`config.mk`:
```
export PLATFORM = sky130hd
export DESIGN_NAME = mult_ctrl_8x8
export DESIGN_NICKNAME = d
export VERILOG_FILES = /design/src/rtl/mult_pkg.sv /design/src/rtl/xab_shift_reg.sv /design/src/rtl/mult_ctrl_8x8.sv
export SDC_FILE = /design/constraint.sdc
export NUM_CORES = 1
export LEC_CHECK = 0
export CAP_MARGIN = 15
export CORE_ASPECT_RATIO = 1.1
export CORE_MARGIN = 2
export CORE_UTILIZATION = 45
export DETAILED_ROUTE_END_ITERATION = 16
export PLACE_DENSITY = 0.82
export SLEW_MARGIN = 15
export SYNTH_ARGS = -nofsm -noshare
export SYNTH_HDL_FRONTEND = slang
export SYNTH_HIERARCHICAL = 1
export SYNTH_SLANG_ARGS = --single-unit
```
`constraint.sdc`:
```
create_clock -name Clk -period 2.1 [get_ports Clk]
set_clock_uncertainty 0.05 [all_clocks]
set_input_delay 0.21 -clock Clk [delete_from_list [all_inputs] [get_ports Clk]]
set_output_delay 0.21 -clock Clk [all_outputs]
set_load 0.005 [all_outputs]
```
`src/rtl/mult_pkg.sv`:
```
// Shared types and constants for the 8x8 signed add-shift multiplier.
package mult_pkg;

    localparam int WIDTH  = 8;
    localparam int N_ITER = WIDTH;

    localparam logic FN_ADD = 1'b0;
    localparam logic FN_SUB = 1'b1;

    typedef enum logic [1:0] {
        IDLE  = 2'd0,
        ADD   = 2'd1,
        SHIFT = 2'd2,
        DONE  = 2'd3
    } ctrl_state_t;

endpackage

```
`src/rtl/xab_shift_reg.sv`:
```
// X:A:B product register; X is the sign of A and is replicated on shift.
module xab_shift_reg
    import mult_pkg::*;
(
    input  logic             clk,
    input  logic             rst_n,
    input  logic             load_b,
    input  logic             clear_xa,
    input  logic             load_xa,
    input  logic             shift,
    input  logic [WIDTH-1:0] switches,
    input  logic [WIDTH-1:0] sum,
    input  logic             co,
    output logic [WIDTH-1:0] a,
    output logic [WIDTH-1:0] b,
    output logic             x
);

    logic [WIDTH-1:0] a_q, a_d;
    logic [WIDTH-1:0] b_q, b_d;
    logic             x_q, x_d;

    always_comb begin
        a_d = a_q;
        b_d = b_q;
        x_d = x_q;
        if (clear_xa) begin
            a_d = '0;
            x_d = 1'b0;
        end
        if (load_b) begin
            b_d = switches;
        end
        if (load_xa) begin
            a_d = sum;
            x_d = co;
        end
        if (shift) begin
            {a_d, b_d} = {x_q, a_q, b_q[WIDTH-1:1]};
        end
    end

    always_ff @(posedge clk) begin
        if (!rst_n) begin
            a_q <= '0;
            b_q <= '0;
            x_q <= 1'b0;
        end else begin
            a_q <= a_d;
            b_q <= b_d;
            x_q <= x_d;
        end
    end

    assign a = a_q;
    assign b = b_q;
    assign x = x_q;

endmodule

```
`src/rtl/mult_ctrl_8x8.sv`:
```
// Control FSM, S register and iteration counter for the signed add-shift multiplier.
module mult_ctrl_8x8
    import mult_pkg::*;
(
    input  logic             Clk,
    input  logic             Reset,
    input  logic             Run,
    input  logic             ClearA_LoadB,
    input  logic [WIDTH-1:0] Switches,
    output logic [WIDTH-1:0] adder_a,
    output logic [WIDTH-1:0] adder_s,
    output logic             adder_fn,
    input  logic [WIDTH-1:0] adder_sum,
    input  logic             adder_co,
    output logic [WIDTH-1:0] Aval,
    output logic [WIDTH-1:0] Bval,
    output logic             Xval,
    output logic             Done
);

    localparam int CNT_W = $clog2(N_ITER);
    localparam logic [CNT_W-1:0] LAST = CNT_W'(N_ITER - 1);

    ctrl_state_t      state_q, state_d;
    logic [CNT_W-1:0] count_q, count_d;
    logic [WIDTH-1:0] s_q, s_d;

    logic load_b, clear_xa, load_xa, shift;
    logic last_iter;

    assign last_iter = (count_q == LAST);

    always_comb begin
        state_d  = state_q;
        count_d  = count_q;
        s_d      = s_q;
        load_b   = 1'b0;
        clear_xa = 1'b0;
        load_xa  = 1'b0;
        shift    = 1'b0;
        adder_fn = FN_ADD;
        Done     = 1'b0;
        unique case (state_q)
            IDLE: begin
                if (Run) begin
                    s_d      = Switches;
                    clear_xa = 1'b1;
                    count_d  = '0;
                    state_d  = ADD;
                end else if (ClearA_LoadB) begin
                    clear_xa = 1'b1;
                    load_b   = 1'b1;
                end
            end
            ADD: begin
                // The final partial product carries negative weight.
                adder_fn = last_iter ? FN_SUB : FN_ADD;
                load_xa  = Bval[0];
                state_d  = SHIFT;
            end
            SHIFT: begin
                shift = 1'b1;
                if (last_iter) begin
                    state_d = DONE;
                end else begin
                    count_d = count_q + CNT_W'(1);
                    state_d = ADD;
                end
            end
            DONE: begin
                Done = 1'b1;
                if (!Run) begin
                    state_d = IDLE;
                end
            end
            default: state_d = IDLE;
        endcase
    end

    always_ff @(posedge Clk) begin
        if (!Reset) begin
            state_q <= IDLE;
            count_q <= '0;
            s_q     <= '0;
        end else begin
            state_q <= state_d;
            count_q <= count_d;
            s_q     <= s_d;
        end
    end

    xab_shift_reg u_xab (
        .clk      (Clk),
        .rst_n    (Reset),
        .load_b   (load_b),
        .clear_xa (clear_xa),
        .load_xa  (load_xa),
        .shift    (shift),
        .switches (Switches),
        .sum      (adder_sum),
        .co       (adder_co),
        .a        (Aval),
        .b        (Bval),
        .x        (Xval)
    );

    assign adder_a = Aval;
    assign adder_s = s_q;

endmodule

```
==> flow_summary.json <==
{
  "period_needed_ns": 1.97,
  "vdd_drop_max_mv": 0.594,
  "grt_max_degree": 19,
  "clkPwrFrac": 0.290,
  "timing.final.crit_share": 0.940,
  "drtIter0Drc": 27,
  "crit_fanout": 3,
  "fp.dieArea_um2": 3680,
  "layout.nets": 223,
  "die_x_um": 58.0,
  "placement.io_buffers": 55,
  "ctsResizeCount": 0,
  "syn_avg_cell_area_um2": 9.55,
  "p_seq_frac": 0.509,
  "setup_viol": 0,
  "critPathLaunchType": "register",
  "initial_core_util": 0.473,
  "cts.path.max_buffers": 2,
  "grt_pass1_wl_mm": 5.98,
  "ys_types": 28,
  "sw_frac_of_total": 0.264,
  "diodes": 0,
  "powerDensity_nw_per_um2": 622,
  "rsz0062_at_grt": "false",
  "first_global_vias": 1312,
  "cts_setup_buffers": 0,
  "htree_levels": 2,
  "outcome": "finished clean",
  "fp.dieH_um": 63.4,
  "grt_usage": 0.211,
  "yosysWarningCount": 6,
  "synth-seq-cells": 30,
  "post-route-util": 0.661,
  "antenna_found_initial": 0,
  "ys_seq_area_frac": 0.416,
  "final_common_cell": "clkdlybuf4s50_1",
  "drive_gt1_frac": 0.0746,
  "wl_mm": 3.41,
  "cts_buffers": 5,
  "coreArea_um2": 3050,
  "p_comb_frac": 0.201,
  "cts_hold_repair.buffers": 0,
  "fin_hold_ws_ns": 0.398,
  "path_clk_slew_ns": 0.10,
  "wl_per_cell_um": 14.5,
  "syn_to_final_growth_pct": 39.5,
  "first_pass_iters": 4,
  "cts_root_buffer": "clkbuf_4",
  "hold_viol_final": 0,
  "place_congestion": 0.744,
  "endpoint_kind": "output pin",
  "pin_count": 56,
  "internal_power_uw": 922,
  "insertion_delay_ns": 0.33,
  "clock.fmax_ghz": 0.507,
  "p_sw_uw": 331,
  "cts.sinks": 30,
  "ant_nets": 0,
  "setup_tns_ns": 0,
  "synth_nets": 174,
  "avgViaCountPerCell": 5.34,
  "synthCells": 151,
  "maxCapViolCount": 0,
  "drc": 0,
  "dp_hpwl_mm": 2.44,
  "critPathArrivalTime_ns": 1.71,
  "final_cell_mix": "clkdlybuf4s50_1 (55), dfxtp_1 (30), mux2i_1 (16)",
  "path_class": "register to output pin",
  "slew_headroom": 0.494,
  "netlist_area_um2": 1440,
  "grt-ovfl-total": 0,
  "tightestPinTransition_ns": 0.754,
  "cp.required_ns": 1.84,
  "cts_tree": "yes",
  "vias": 1256,
  "power_leakage_nw": 0.735,
  "rows": 21,
  "hold_class": "input pin to register",
  "slew_violations": 0
}
[registers in the layout, summed over array words and instances, names as in the netlist]
| name | count |
|---|---|
| adder_s | 8 |
| count_q | 3 |
| state_q | 2 |
| u_xab/a | 8 |
| u_xab/b | 8 |
| u_xab/x | 1 |
[kinds of logic after synthesis]
logic type,Yosys count,share of synthesized area
AO/OA/AOI/OAI,32,0.156
adder cells (fa/ha/maj),2,0.0173
buffers and inverters,29,0.114
flip-flops,30,0.416
multiplexers,16,0.111
AND/OR/NAND/NOR,42,0.186
[power by group through the flow]
stage          sequential (mW)  clock, mW  combinational [mW]
3_5_place_dp             0.649          0               0.251
3_3_place_gp             0.648          0               0.245
6_report                 0.638      0.363               0.252
5_1_grt                  0.645      0.406               0.274
4_1_cts                  0.638      0.373               0.254
2_1_floorplan            0.642          0               0.126
[final timing paths]
check	from	to	slack, ns	cells past startpoint
setup / recovery	count_q[0]$_SDFFE_PN0P_	adder_fn	0.13	4
hold / removal	adder_co	u_xab/x$_SDFFE_PN0P_	0.40	3
setup reg to reg	state_q[1]$_SDFFE_PN0P_	u_xab/a[1]$_SDFFE_PN0P_	0.31	3
hold reg to reg	count_q[2]$_SDFFE_PN0P_	count_q[2]$_SDFFE_PN0P_	0.44	2
[cell usage after synthesis]
library cell | n | area share
clkinv_1 | 1 | 0.0026
and2_1 | 1 | 0.0043
nor2_1 | 9 | 0.023
a211oi_1 | 9 | 0.047
or3b_1 | 9 | 0.055
a21oi_1 | 11 | 0.038
buf_4 | 10 | 0.052
inv_1 | 11 | 0.029
nor2b_1 | 9 | 0.039
ha_1 | 2 | 0.017
a221oi_1 | 8 | 0.049
buf_2 | 2 | 0.0069
buf_1 | 1 | 0.0026
nor4b_1 | 1 | 0.0061
nor3b_2 | 1 | 0.0087
o21bai_1 | 1 | 0.0052
dfxtp_1 | 30 | 0.42
nand2b_1 | 1 | 0.0043
nand4b_1 | 1 | 0.0061
buf_6 | 2 | 0.016
nand2_1 | 6 | 0.016
nor3_1 | 1 | 0.0035
o31ai_2 | 1 | 0.0087
clkbuf_1 | 2 | 0.0052
mux2i_1 | 16 | 0.11
or3b_4 | 1 | 0.0078
and3b_1 | 2 | 0.012
o22ai_1 | 2 | 0.0087
[per-layer routing]
metal | GRT usage | vias up | part of all wire
met5 | 0 | - | 0
met4 | 0.0640 | 0 | 0.0091
met3 | 0.0862 | 6 | 0.088
met2 | 0.342 | 50 | 0.48
met1 | 0.253 | 575 | 0.42
li1 | - | 625 | -
[critical path, cell delays in order (launching register included)]
cell             delay, ns
dfxtp_1               0.39
ha_1                  0.17
ha_1                  0.17
and3b_1               0.16
clkdlybuf4s50_1       0.50
[metrics by stage]
step,power [mW],area (um^2),setup slack [ns],instances
after floorplan,0.768,1440,0.673,151
after global placement,0.893,1950,0.244,227
after detailed placement,0.901,1950,0.172,227
after CTS,1.26,2010,0.0965,235
after global routing,1.33,2010,0.0296,235
final,1.25,2010,0.126,235
[cell type report]
type | count | area [um^2]
inverter | 12 | 45.0
multi-input combinational | 92 | 684
fill | 278 | 1030
tap | 34 | 42.5
timing repair buffer | 59 | 581
clock buffer | 7 | 55.1
sequential | 30 | 601
clock inverter | 1 | 5.00
(Power assumes the default switching activity.)
